**config.mk**
```make
export PLATFORM = sky130hd
export DESIGN_NAME = dff_stim_tx_flat
export DESIGN_NICKNAME = d
export VERILOG_FILES = /design/src/rtl/dff_stim_tx_if.sv /design/src/rtl/dff_stim_tx.sv /design/src/flat_wrapper.sv
export SDC_FILE = /design/constraint.sdc
export NUM_CORES = 1
export LEC_CHECK = 0
export ABC_AREA = 1
export BUFFER_PORTS_ARGS = -buffer_cell sky130_fd_sc_hd__buf_2
export CAP_MARGIN = 10
export CORE_UTILIZATION = 45
export CTS_CLUSTER_SIZE = 16
export DETAILED_ROUTE_END_ITERATION = 12
export PLACE_DENSITY = 0.69
export SLEW_MARGIN = 20
export SYNTH_ARGS = -nofsm -noshare
export SYNTH_HDL_FRONTEND = slang
export SYNTH_SLANG_ARGS = --single-unit
```
**constraint.sdc**
```tcl
create_clock -name C -period 1.5 [get_ports C]
set_clock_uncertainty 0.15 [all_clocks]
set_input_delay 0.3 -clock C [delete_from_list [all_inputs] [get_ports C]]
set_output_delay 0.3 -clock C [all_outputs]
set_load 0.01 [all_outputs]
```
**src/rtl/dff_stim_tx_if.sv**
```systemverilog
// Bus between the D flip-flop stimulus transmitter and its user / flip-flop side.
// The master drives the request and the flip-flop response; the slave is the transmitter.
interface dff_stim_tx_if #(
    parameter int unsigned WIDTH = 8
);
    logic             start;
    logic [WIDTH-1:0] din;
    logic             busy;
    logic             done;
    logic             D_out;
    logic             C_out;
    logic             Q_in;
    logic             nQ_in;
    logic [WIDTH-1:0] qword;
    logic             err;
    logic [7:0]       err_cnt;

    modport master (
        output start, din, Q_in, nQ_in,
        input  busy, done, D_out, C_out, qword, err, err_cnt
    );

    modport slave (
        input  start, din, Q_in, nQ_in,
        output busy, done, D_out, C_out, qword, err, err_cnt
    );
endinterface

```
**src/rtl/dff_stim_tx.sv**
```systemverilog
// Serialises a word MSB-first onto a flip-flop's D pin with a programmable C strobe,
// samples Q/nQ at the end of each strobe and reports the captured word and error counts.
module dff_stim_tx #(
    parameter int unsigned WIDTH = 8,
    parameter int unsigned SETUP = 2,
    parameter int unsigned HIGH  = 2,
    parameter int unsigned LOW   = 2
) (
    input  logic             C,
    input  logic             R,
    dff_stim_tx_if.slave     bus
);
    localparam int unsigned PMAX0 = (SETUP > HIGH) ? SETUP : HIGH;
    localparam int unsigned PMAX  = (PMAX0 > LOW) ? PMAX0 : LOW;
    localparam int unsigned CW    = (PMAX > 1) ? $clog2(PMAX) : 1;
    localparam int unsigned IW    = (WIDTH > 1) ? $clog2(WIDTH) : 1;

    typedef enum logic [2:0] {StIdle, StSetup, StHigh, StLow, StDone} state_e;

    state_e           r_state, w_state_d;
    logic [CW-1:0]    r_cnt, w_cnt_d;
    logic [IW-1:0]    r_idx, w_idx_d;
    logic [WIDTH-1:0] r_shift, w_shift_d;
    logic [WIDTH-1:0] r_qword, w_qword_d;
    logic             r_busy, w_busy_d;
    logic             r_done, w_done_d;
    logic             r_dout, w_dout_d;
    logic             r_cout, w_cout_d;
    logic             r_werr, w_werr_d;
    logic             r_err, w_err_d;
    logic [7:0]       r_err_cnt, w_err_cnt_d;
    logic             w_mismatch;

    // Q==nQ fails one of the two terms whatever the driven bit is.
    assign w_mismatch = (bus.Q_in != r_dout) || (bus.nQ_in == r_dout);

    always_comb begin
        w_state_d   = r_state;
        w_cnt_d     = r_cnt;
        w_idx_d     = r_idx;
        w_shift_d   = r_shift;
        w_qword_d   = r_qword;
        w_busy_d    = r_busy;
        w_done_d    = 1'b0;
        w_dout_d    = r_dout;
        w_cout_d    = r_cout;
        w_werr_d    = r_werr;
        w_err_d     = r_err;
        w_err_cnt_d = r_err_cnt;

        unique case (r_state)
            StIdle: begin
                if (bus.start) begin
                    w_shift_d = bus.din;
                    w_idx_d   = IW'(WIDTH - 1);
                    w_dout_d  = bus.din[WIDTH-1];
                    w_werr_d  = 1'b0;
                    w_qword_d = '0;
                    w_busy_d  = 1'b1;
                    w_cnt_d   = '0;
                    w_state_d = StSetup;
                end
            end
            StSetup: begin
                if (r_cnt == CW'(SETUP - 1)) begin
                    w_cnt_d   = '0;
                    w_cout_d  = 1'b1;
                    w_state_d = StHigh;
                end else begin
                    w_cnt_d = r_cnt + 1'b1;
                end
            end
            StHigh: begin
                if (r_cnt == CW'(HIGH - 1)) begin
                    w_qword_d = (r_qword << 1) | WIDTH'(bus.Q_in);
                    if (w_mismatch) begin
                        w_werr_d = 1'b1;
                        if (r_err_cnt != 8'hFF) begin
                            w_err_cnt_d = r_err_cnt + 8'd1;
                        end
                    end
                    w_cnt_d   = '0;
                    w_cout_d  = 1'b0;
                    w_state_d = StLow;
                end else begin
                    w_cnt_d = r_cnt + 1'b1;
                end
            end
            StLow: begin
                if (r_cnt == CW'(LOW - 1)) begin
                    w_cnt_d = '0;
                    if (r_idx != '0) begin
                        w_idx_d   = r_idx - 1'b1;
                        w_dout_d  = r_shift[r_idx - 1'b1];
                        w_state_d = StSetup;
                    end else begin
                        w_done_d  = 1'b1;
                        w_err_d   = r_werr;
                        w_dout_d  = 1'b0;
                        w_state_d = StDone;
                    end
                end else begin
                    w_cnt_d = r_cnt + 1'b1;
                end
            end
            StDone: begin
                w_busy_d  = 1'b0;
                w_state_d = StIdle;
            end
            default: begin
                w_busy_d  = 1'b0;
                w_state_d = StIdle;
            end
        endcase
    end

    always_ff @(posedge C or posedge R) begin
        if (R) begin
            r_state   <= StIdle;
            r_cnt     <= '0;
            r_idx     <= '0;
            r_shift   <= '0;
            r_qword   <= '0;
            r_busy    <= 1'b0;
            r_done    <= 1'b0;
            r_dout    <= 1'b0;
            r_cout    <= 1'b0;
            r_werr    <= 1'b0;
            r_err     <= 1'b0;
            r_err_cnt <= 8'd0;
        end else begin
            r_state   <= w_state_d;
            r_cnt     <= w_cnt_d;
            r_idx     <= w_idx_d;
            r_shift   <= w_shift_d;
            r_qword   <= w_qword_d;
            r_busy    <= w_busy_d;
            r_done    <= w_done_d;
            r_dout    <= w_dout_d;
            r_cout    <= w_cout_d;
            r_werr    <= w_werr_d;
            r_err     <= w_err_d;
            r_err_cnt <= w_err_cnt_d;
        end
    end

    assign bus.busy    = r_busy;
    assign bus.done    = r_done;
    assign bus.D_out   = r_dout;
    assign bus.C_out   = r_cout;
    assign bus.qword   = r_qword;
    assign bus.err     = r_err;
    assign bus.err_cnt = r_err_cnt;
endmodule

```
**src/flat_wrapper.sv**
```systemverilog
// flat-port wrapper written by rule: the top's interface ports become plain ports
module dff_stim_tx_flat 
#(
    parameter int unsigned WIDTH = 8,
    parameter int unsigned SETUP = 2,
    parameter int unsigned HIGH  = 2,
    parameter int unsigned LOW   = 2
)
  (C, R, bus_start, bus_din, bus_Q_in, bus_nQ_in, bus_busy, bus_done, bus_D_out, bus_C_out, bus_qword, bus_err, bus_err_cnt);
  dff_stim_tx_if #(.WIDTH(WIDTH)) bus_i ();
  input  logic C;
  input  logic R;
  input wire logic [$bits(bus_i.start)-1:0] bus_start;
  input wire logic [$bits(bus_i.din)-1:0] bus_din;
  input wire logic [$bits(bus_i.Q_in)-1:0] bus_Q_in;
  input wire logic [$bits(bus_i.nQ_in)-1:0] bus_nQ_in;
  output wire logic [$bits(bus_i.busy)-1:0] bus_busy;
  output wire logic [$bits(bus_i.done)-1:0] bus_done;
  output wire logic [$bits(bus_i.D_out)-1:0] bus_D_out;
  output wire logic [$bits(bus_i.C_out)-1:0] bus_C_out;
  output wire logic [$bits(bus_i.qword)-1:0] bus_qword;
  output wire logic [$bits(bus_i.err)-1:0] bus_err;
  output wire logic [$bits(bus_i.err_cnt)-1:0] bus_err_cnt;
  assign bus_i.start = bus_start;
  assign bus_i.din = bus_din;
  assign bus_i.Q_in = bus_Q_in;
  assign bus_i.nQ_in = bus_nQ_in;
  assign bus_busy = bus_i.busy;
  assign bus_done = bus_i.done;
  assign bus_D_out = bus_i.D_out;
  assign bus_C_out = bus_i.C_out;
  assign bus_qword = bus_i.qword;
  assign bus_err = bus_i.err;
  assign bus_err_cnt = bus_i.err_cnt;
  dff_stim_tx #(.WIDTH(WIDTH), .SETUP(SETUP), .HIGH(HIGH), .LOW(LOW)) u_core (.C(C), .R(R), .bus(bus_i));
endmodule
```
* Word-level counts from Yosys, hierarchy flattened *
Index checks and enable logic that the tools add are counted.

storage, ports and cells
  flip-flop bits (word level) = 37
  latch bits = 0
  bits in writable memories = 0
  bits in read-only memories = 0
  input bits = 13
  output and inout port bits = 21
  word-level logic and storage cells = 83
  memories = 0

operators by class
  add/subtract/negate cells = 3
  $mul = 0
  divide/modulo/power cells = 0
  order comparisons = 1
  equal/unequal tests = 12
  shift operators = 0
  multiplexer cells = 33
  bitwise gates (word level) = 3
  reduce and logical (&&, ||, !) cells = 19

operator list
  cell                 count
  $mux 3               8
  $mux 8               2
  $pmux 8 s2           1
  $reduce_and 4->1     4
  $mux 1               14
  $pmux 3 s4           1
  $reduce_and 3->1     4
  $ne 2x1->1 const B   5
  $pmux 1 s2           5
  $add 8x1->8 const B  1
  $ne 8x8->1 const B   1
  $or 8x1->8           1
  $reduce_bool 2->1    4
  $eq 3x2->1 const B   2
  $pmux 3 s2           1
  $reduce_and 2->1     3
  $lt 3x4->1 const B   1
  $bmux 1 s3           1
  $eq 3x1->1 const B   1
  $logic_not 3->1      1
  $reduce_bool 3->1    1
  $reduce_or 3->1      1
  $sub 3x1->3 const B  1
  $ne 2x2->1 const B   1
  5 further kinds      6

* Depth between registers and ports, before layout *
Gate-level depths: netlist of run 1.

  depth in word-level cells = 6
  depth in mapped cells = 9
  depth with buffers taken out = 9

* Worst setup path before layout of run 1 *
No wires, ideal clock.

  kind = reg2reg
  from = register u_core.r_idx[0]
  to = register u_core.r_idx[0]
  arrival time = 1.257 ns
  path slack = -0.036 ns
  cell stages (with the launch flop) = 10
  path buffers = 0
  path through = dfrtp_1 > inv_1 > ha_1 > nand2_1 > nand2_1 > clkinv_1 > nor2_1 > nor2_4 > nand2_1 > o21ai_0

on the way
  word-level cells in the longest chain between the ends = 4
  elaborated cells on any way between the ends = 7

ends and longest elaborated chain
  element                 line                RTL
  start, declared         dff_stim_tx.sv:22   logic [IW-1:0] r_idx, w_idx_d;
  start signal, assigned  dff_stim_tx.sv:134  r_idx <= w_idx_d;
  $sub 3x1->3             dff_stim_tx.sv:93   w_idx_d = r_idx - 1'b1;
  $mux 3                  dff_stim_tx.sv:92   if (r_idx != '0) begin
  $mux 3                  dff_stim_tx.sv:90   if (r_cnt == CW'(LOW - 1)) begin
  $pmux 3 s2              dff_stim_tx.sv:51   unique case (r_state)

Several ways; a longest one is shown, not always the timed one. The select of a mux whose other input is x is not followed.
A chain may end at the register's enable or synchronous reset.

* Worst setup path after layout of run 1 *
  from = register u_core.r_err_cnt[4], in the netlist u_core.bus.err_cnt[4]
  to = output bus_err_cnt[4]

RTL lines
  element                 line                RTL
  start, declared         dff_stim_tx.sv:31   logic [7:0] r_err_cnt, w_err_cnt_d;
  start signal, assigned  dff_stim_tx.sv:143  r_err_cnt <= w_err_cnt_d;
  end, declared           flat_wrapper.sv:23  output wire logic [$bits(bus_i.err_cnt)-1:0] bus_err_cnt;

No word-level cell between the ends.

==> reports/metrics.yaml, run 1 <==
period_needed_ns: 1.44
vias: 1607
ir_drop_uv: 817
start_util_pct: 46.8
die_w_um: 66.5
final_cell_mix: "nand2_1 (65), dfrtp_1 (35), buf_2 (33)"
cp.required_ns: 1.05
min_path_cells: 3
core_area_mm2: 0.00400
port_buffers: 33
cts_buffers: 5
stdcell_count: 334
yosysTopAreaCell: "dfrtp_1"
synth_cell_type_count: 27
vias_per_cell: 4.81
dpl.cell_count: 320
syn_area_per_cell_um2: 8.36
p_int_uw: 2050
hold_violations: 0
clk_pin_slew_ns: 0.08
io_pins: 34
ant_nets: 0
ys_ff_latch: 37
fmax_mhz: 694
root_buffer: "clkbuf_8"
cts_tree: "yes"
drv_cap: 0
seqPwrFrac_pct: 41.7
cts_sinks: 37
synth_top_area_share_pct: 49.5
syn_to_final_growth_pct: 30.7
gp_congestion: 0.803
end_kind: "primary output"
worst_slew_pin_slew_ns: 0.322
slew_viol_final: 0
syn_nets: 240
p_clk_share_pct: 30.3
fin_crit_sh_pct: 96.1
overflow: 0
fin_hold_ws_ns: 0.0670
regToRegSetupSlack_ns: 0.08
powerDensity_mw_per_mm2: 1210
synth_area_leaders: "dfrtp_1 (49%), nand2_1 (14%), nand3_1 (6.7%)"
p_sw_share_pct: 31.0
row_count: 23
slowest_stage: "dfrtp_1"
track_usage_pct: 19.8
min_from: "bus_din[3]"
syn_area_mm2: 0.00187
yosysWarnings: 0
run_status: "complete, no violations"
grt_first_pass_wirelength_um: 6500
power_leakage_uw: 0.00131
cp-start-kind: "register"
final_core_util_pct: 61.2
grt_pass1_vias: 1476
post_drt_wl_per_cell_um: 11.6
setup_viol: 0
dieHeight_um: 66.5
dr.pass1.iters: 6
cp.arrival_ns: 0.99
r2r_end: "u_core.bus.err_cnt[0]$_DFFE_PP0P_"
hpwl_um: 2640
diodes: 0
crit_fanout: 4
wirelength_um: 3870
drive_gt1_share_pct: 32.0
relSlewSlack_pct: 78.5
whs_endpoint: "u_core.r_shift[3]$_DFFE_PP0P_"
synth_seq_area_share_pct: 49.5
ys.flop_type: "dfrtp_1"
grt_max_degree: 38
hold_path_class: "primary input to register"
p_sw_uw: 921
synth-edff-count: 0
ff2ff_path_depth: 7
postSynthCellCount: 224
path_cells: "buf_6 -> buf_2"
clock_latency_ns: 0.29
clk_path_buf_depth: 2
final_common_cell: "nand2_1"
final_nets: 299
drt_iter0_markers: 108
cts-htree-levels: 2
grt_antenna_before_repair: 0
slowest_delay_ns: 0.43
async_flop_share_pct: 100
p_comb_share_pct: 28.0
drc_errors: 0
critical_path_class: "register to primary output"
r2r_start: "u_core.r_state[2]$_DFFE_PP0P_"
die-area_mm2: 0.00442
-- worst max path at each step --
stage,endpoint,startpoint,cells after the start
after floorplan,u_core.r_idx[0]$_DFFE_PP0P_,u_core.r_idx[0]$_DFFE_PP0P_,9
after global placement,u_core.r_idx[1]$_DFFE_PP0P_,u_core.r_idx[0]$_DFFE_PP0P_,9
after detailed placement,u_core.r_idx[2]$_DFFE_PP0P_,u_core.r_idx[0]$_DFFE_PP0P_,9
after CTS,u_core.r_idx[2]$_DFFE_PP0P_,u_core.r_idx[0]$_DFFE_PP0P_,9
after global routing,u_core.r_state[0]$_DFFE_PP0P_,u_core.r_state[0]$_DFFE_PP0P_,5
final,bus_err_cnt[4],u_core.bus.err_cnt[4]$_DFFE_PP0P_,2
-- area by class of cell --
type | instances | area [um^2]
tap | 50 | 62.6
multi-input combinational | 157 | 870
sequential | 37 | 928
timing repair buffer | 54 | 354
inverter | 28 | 113
clock buffer | 6 | 82.6
clock inverter | 2 | 37.5
fill | 342 | 1550
-- routing by layer --
metal | track usage [%] | share of wire [%] | vias to the layer above
met5 | 0 | 0 | -
met1 | 26.3 | 48 | 739
li1 | - | - | 832
met4 | 9.04 | 1.5 | 0
met3 | 5.99 | 3.9 | 5
met2 | 29.6 | 46 | 31
-- logic make-up (layout without fill, tap and decap cells) --
logic type / Yosys count / in the layout / synth area share [%]
and+or+nand+nor: 119 / 120 / 30.3
AOI/OAI and AO/OA: 25 / 25 / 6.95
adders and majority gates: 3 / 3 / 2.01
DFF: 37 / 37 / 49.5
xor gates and xnor gates: 9 / 9 / 4.21
buffers and inverters: 31 / 90 / 7.09
-- cell usage after synthesis (2+ instances only) --
cell type	instances
o21ai_1	8
dfrtp_1	37
inv_1	21
nand2_1	68
nand2_4	3
nor2_1	10
xnor2_1	5
o21a_1	2
o21ai_0	8
nor2_4	2
nor3_1	4
buf_2	2
nand3_1	25
inv_2	4
nand4_1	2
a21oi_1	7
xor2_1	4
ha_1	3
-- sequential cells by signal, indices dropped and copies added, names as in the netlist, 3 cells and up --
register	count
u_core.bus.err_cnt	8
u_core.bus.qword	8
u_core.r_shift	8
u_core.r_idx	3
u_core.r_state	3
-- worst max-delay path: cells and delay by family (launching register included) --
kind                   cells  cell delay [ns]
flip-flops                 1             0.43
buffers and inverters      2             0.27
-- power by group through the flow --
stage,Sequential [uW],Clock [uW],Combinational [uW]
after detailed placement,1250,0,729
after global routing,1260,970,932
after global placement,1250,0,720
after CTS,1240,929,737
final,1240,901,832
after floorplan,1280,0,446
-- through the flow --
| step | TNS, ns | total power (uW) | cell area [um^2] | worst slack (ns) |
|---|---|---|---|---|
| after floorplan | 0 | 1720 | 1870 | 0.000378 |
| after global placement | 0 | 1970 | 2210 | 0.0488 |
| after detailed placement | -0.0222 | 1980 | 2210 | -0.0122 |
| after CTS | 0 | 2900 | 2340 | 0.00852 |
| after global routing | -0.0840 | 3160 | 2450 | -0.0382 |
| final | 0 | 2970 | 2450 | 0.0584 |
-- repair_timing --
item / in CTS / in global routing
cloned: 0 / 1
pin swaps: 0 / 3
endpoints found under the hold margin: 37 / 0
hold buffers: 1 / 0
setup endpoints to repair: 3 / 25
buffers inserted: 0 / 4
gates resized for setup: 1 / 16
Power figures use the tool's default switching activity.
==> inputs of run 2 (changes only) <==
--- a/config.mk
+++ b/config.mk
@@ -11,7 +11,7 @@
 export CORE_UTILIZATION = 45
 export CTS_CLUSTER_SIZE = 16
 export DETAILED_ROUTE_END_ITERATION = 12
-export PLACE_DENSITY = 0.69
+export PLACE_DENSITY = 0.67
 export SLEW_MARGIN = 20
 export SYNTH_ARGS = -nofsm -noshare
 export SYNTH_HDL_FRONTEND = slang
==> constraint.sdc (replaced) <==
create_clock -name C -period 1.61 [get_ports C]
set_clock_uncertainty 0.15 [all_clocks]
set_input_delay 0.322 -clock C [delete_from_list [all_inputs] [get_ports C]]
set_output_delay 0.322 -clock C [all_outputs]
set_load 0.01 [all_outputs]
==> run 2 against run 1 <==
Compared with the run above: flip-flop and latch count unchanged; sequential share of layout area up 3.0 points; sequential power down 6%; core utilization down 4.5 points; die area did not move; first-iteration DRC count is 45% lower; non-clock buffer count is 12 lower; clock-buffer cell count grew 1; design area is 7.4% lower; worst hold slack better by 0.012 ns.
==> reports/metrics.yaml, run 2 (same netlist as run 1, synthesis figures left out) <==
run_status: "complete, no violations"
worst-path-stages: 7
slowest_stage: "dfrtp_1"
r2r_start: "u_core.r_state[2]$_DFFE_PP0P_"
critical_path_class: "register to register"
place_ws_ns: 0.0267
clk_path_buf_depth: 2
grt_antenna_before_repair: 0
setup_viol: 0
fin_hold_ws_ns: 0.0789
critPathTopFamily: "simple AND/OR/NAND/NOR gates"
clk_pin_slew_ns: 0.07
ff2ff_path_depth: 7
final_core_util_pct: 56.6
hold_violations: 0
critPathMostFrequentCell: "nand2_4"
diodes: 0
slowest_delay_ns: 0.39
grt_pass1_vias: 1412
ir_drop_uv: 944
die-area_mm2: 0.00442
final_common_cell: "nand2_1"
end_kind: "register"
die_w_um: 66.5
row_count: 23
slew_viol_final: 0
r2r_end: "u_core.bus.err_cnt[0]$_DFFE_PP0P_"
fin_setup_tns_ns: 0
startpoint: "u_core.r_state[2]$_DFFE_PP0P_"
hpwl_um: 2560
vias_per_cell: 4.75
ant_nets: 0
fin_crit_sh_pct: 90.5
worst_slew_pin_slew_ns: 0.468
post_drt_wl_per_cell_um: 11.2
clock_latency_ns: 0.30
overflow: 0
io_pins: 34
grt_max_degree: 38
final_cell_mix: "nand2_1 (67), dfrtp_1 (35), buf_2 (33)"
cp-start-kind: "register"
path_cells: "inv_2 -> nand2_4 -> nor2_8 -> nand2_4 -> clkinv_2 -> nand3_4 -> xor2_1"
crit_fanout: 10
track_usage_pct: 19.7
dieHeight_um: 66.5
relSlewSlack_pct: 68.8
fillers: 391
gp_congestion: 0.786
syn_to_final_growth_pct: 21.1
worstSetupEndpoint: "u_core.bus.err_cnt[0]$_DFFE_PP0P_"
drt_iter0_markers: 59
cts_sinks: 37
power_leakage_uw: 0.00122
fin_ws_ns: 0.153
final_nets: 286
grt_setup_unrepaired: "false"
dr.pass1.iters: 4
drv_cap: 0
start_util_pct: 46.8
powerDensity_mw_per_mm2: 1110
wirelength_um: 3590
root_buffer: "clkbuf_8"
regToRegSetupSlack_ns: 0.15
core_area_mm2: 0.00400
fmax_mhz: 686
cp.required_ns: 1.63
seqCellArea_um2: 928
drc_errors: 0
vias: 1524
drive_gt1_share_pct: 25.8
min_from: "bus_din[3]"
hold_path_class: "primary input to register"
grt_first_pass_wirelength_um: 6300
critPathBufInv: 2
port_buffers: 33
cts_tree: "yes"
cts-htree-levels: 2
multi_input_area_um2: 826
cts_buffers: 5
cp.arrival_ns: 1.48
period_needed_ns: 1.46
-- run 2: cell type report --
cell class              count  area share [%]
clock buffers               7            4.25
inverters                  28            4.97
well taps                  50            2.76
repair buffers             42            10.4
clock inverters             1           0.221
multi-input cells         156            36.4
flip-flops and latches     37            41.0
-- run 2: worst register-to-register path, cell delays in order, from the launching register on --
cell and delay [ns]:
dfrtp_1 0.39, inv_2 0.11, nand2_4 0.09, nor2_8 0.14, nand2_4 0.07, clkinv_2 0.07, nand3_4 0.14, xor2_1 0.18
-- run 2: layer usage --
layer	vias up	track usage, %	part of all wire, %
li1	808	-	-
met1	688	26.4	50
met2	20	29.6	45
met3	8	6.16	3.6
met4	0	7.45	1.6
met5	-	0	0
-- run 2: what timing repair did --
| item | 4_1_cts | 5_1_grt |
|---|---|---|
| endpoints found under the setup margin | 0 | 23 |
| hold buffers | 1 | 0 |
| buffers inserted | 0 | 1 |
| resized for setup | 0 | 8 |
| hold endpoints to repair | 37 | 0 |
-- run 2: how the worst min path moves through the flow --
stage | to | slack [ns] | depth (start not counted)
after floorplan | u_core.r_shift[3]$_DFFE_PP0P_ | 0.28 | 2
after global placement | u_core.bus.busy$_DFFE_PP0P_ | 0.31 | 3
after detailed placement | u_core.bus.err$_DFFE_PP0P_ | 0.31 | 3
after CTS | u_core.r_shift[3]$_DFFE_PP0P_ | 0.07 | 3
after global routing | u_core.r_shift[4]$_DFFE_PP0P_ | 0.08 | 3
final | u_core.r_shift[3]$_DFFE_PP0P_ | 0.08 | 3
-- run 2: through the flow --
stage,std cells,cell area [um^2],power [uW]
after floorplan,224,1870,1600
after detailed placement,311,2130,1790
after global routing,321,2270,2690
final,321,2270,2510
after CTS,320,2240,2520
after global placement,311,2130,1780
-- run 2: power by group --
part	total [uW]	switching, uW	leakage (uW)	internal, uW
combinational	630	362	0.000710	267
sequential	1160	115	0.000459	1040
clock	722	335	0.0000542	387
total	2510	813	0.00122	1700
==> inputs of run 3 (changes only) <==
--- a/config.mk
+++ b/config.mk
@@ -12,6 +12,7 @@
 export CTS_CLUSTER_SIZE = 16
 export DETAILED_ROUTE_END_ITERATION = 12
 export PLACE_DENSITY = 0.67
+export REMOVE_ABC_BUFFERS = 1
 export SLEW_MARGIN = 20
 export SYNTH_ARGS = -nofsm -noshare
 export SYNTH_HDL_FRONTEND = slang
==> run 3 against run 2 <==
Compared with the run above: routed wire length decreased by 1.6%; critical path type unchanged; sequential power about the same; combinational power increased by 3.7%; design area increased by 0.44%; the flow now finishes with violations (negative hold slack); largest cell class unchanged; critical path depth increased by 1.
==> reports/metrics.yaml, run 3 (same netlist as run 1, synthesis figures left out) <==
grt_setup_unrepaired: "false"
wirelength_um: 3530
clk_path_buf_depth: 2
p_clk_share_pct: 28.0
final_cell_mix: "nand2_1 (67), dfrtp_1 (37), buf_2 (33)"
seqPwrFrac_pct: 46.0
cp-start-kind: "register"
cts_buffers: 5
drt_iter0_markers: 85
clock_latency_ns: 0.28
grt_pass1_vias: 1395
gp_congestion: 0.795
root_buffer: "clkbuf_8"
crit_fanout: 6
die-area_mm2: 0.00442
run_status: "complete, but fails checks"
dpl.cell_count: 315
p_comb_share_pct: 26.0
seqCellArea_um2: 926
row_count: 23
port_buffers: 33
fin_setup_tns_ns: 0
final_nets: 288
p_sw_share_pct: 31.9
grt_max_degree: 38
fin_hold_ws_ns: -0.0136
vias: 1541
fmax_mhz: 659
diodes: 0
syn_to_final_growth_pct: 21.6
final_cell_area_mm2: 0.00228
post_drt_wl_per_cell_um: 10.9
cp.arrival_ns: 1.53
fin_crit_sh_pct: 94.2
grt_first_pass_wirelength_um: 6220
core_area_mm2: 0.00400
start_util_pct: 46.8
vias_per_cell: 4.77
setup_viol: 0
ir_drop_uv: 863
clk_pin_slew_ns: 0.07
power_leakage_uw: 0.00125
cts_tree: "yes"
critical_path_class: "register to register"
p_sw_uw: 802
slew_viol_final: 0
overflow: 0
cp.required_ns: 1.62
final_common_cell: "nand2_1"
stdcell_count: 323
worst_slew_pin_slew_ns: 0.463
multi_input_area_um2: 825
violations: "negative hold slack"
relSlewSlack_pct: 69.1
io_pins: 34
grt_antenna_before_repair: 0
die_w_um: 66.5
ant_nets: 0
drc_errors: 0
powerDensity_mw_per_mm2: 1100
drive_gt1_share_pct: 25.6
dieHeight_um: 66.5
cts-htree-levels: 2
fillers: 377
end_kind: "register"
cts_sinks: 37
drv_cap: 0
final_core_util_pct: 56.9
hold_path_class: "primary input to asynchronous set/reset pin"
track_usage_pct: 18.9
p_int_uw: 1710
hpwl_um: 2570
placed_area_mm2: 0.00216
period_needed_ns: 1.52
dr.pass1.iters: 4
hold_violations: 37
## run 3: cell count changes in the layout (fill, tap and decap cells not counted), sizes merged
cell,delta
inv,+1
clkinv,-1
buf,+3
dlygate4sd3,-1
## run 3: power groups by stage
| stage | registers, uW | logic, uW | clock network [uW] |
|---|---|---|---|
| after CTS | 1150 | 654 | 720 |
| after floorplan | 1190 | 399 | 0 |
| final | 1160 | 653 | 702 |
| after global placement | 1170 | 639 | 0 |
| after detailed placement | 1170 | 647 | 0 |
| after global routing | 1170 | 742 | 765 |
## run 3: through the flow
stage	setup slack, ns	power (uW)	hold WS (ns)
finish	0.0927	2510	-0.0136
global route	0.00513	2680	0.0300
CTS	0.0823	2530	0.00157
detailed placement	0.113	1820	0.309
global placement	0.114	1810	0.303
floorplan	0.0745	1590	0.282
## run 3: critical path: stages, from the launching register on
cell and delay, ns:
dfrtp_1 0.43, inv_2 0.11, nand2_2 0.07, nor2_2 0.19, nand2_1 0.12, nand2_1 0.12
nor2_4 0.06, nand2_1 0.06, o21ai_0 0.08
## run 3: path summary, 6_finish.rpt
check | slack, ns | end | cells after the start | startpoint
max | 0.09 | u_core.r_idx[2]$_DFFE_PP0P_ | 8 | u_core.r_state[0]$_DFFE_PP0P_
min | -0.01 | u_core.bus.busy$_DFFE_PP0P_ | 3 | R
max reg2reg | 0.09 | u_core.r_idx[2]$_DFFE_PP0P_ | 8 | u_core.r_state[0]$_DFFE_PP0P_
min reg2reg | 0.34 | u_core.bus.busy$_DFFE_PP0P_ | 1 | u_core.bus.busy$_DFFE_PP0P_
max in group asynchronous | 1.00 | u_core.bus.err_cnt[7]$_DFFE_PP0P_ | 3 | R
min in group C | 0.10 | u_core.r_shift[4]$_DFFE_PP0P_ | 3 | bus_din[4]
## run 3: routing by layer
layer / vias up / global-route usage, % / wire (um)
li1: 811 / - / -
met1: 699 / 27.6 / 1830
met2: 25 / 26.9 / 1490
met3: 6 / 5.14 / 154
met4: 0 / 6.38 / 53
met5: - / 0 / 0
## run 3: area by class of cell
cell class / count / area share (%)
clock buffers: 7 / 4.23
clock inverters: 1 / 0.220
inverters: 28 / 5.00
multi-input cells: 156 / 36.2
flip-flops and latches: 37 / 40.7
well taps: 50 / 2.75
repair buffers: 44 / 10.9
## run 3: what timing repair did
item / in CTS / in global routing
buffers inserted: 0 / 0
resized for setup: 0 / 5
hold buffers: 0 / 0
setup endpoints to repair: 0 / 17
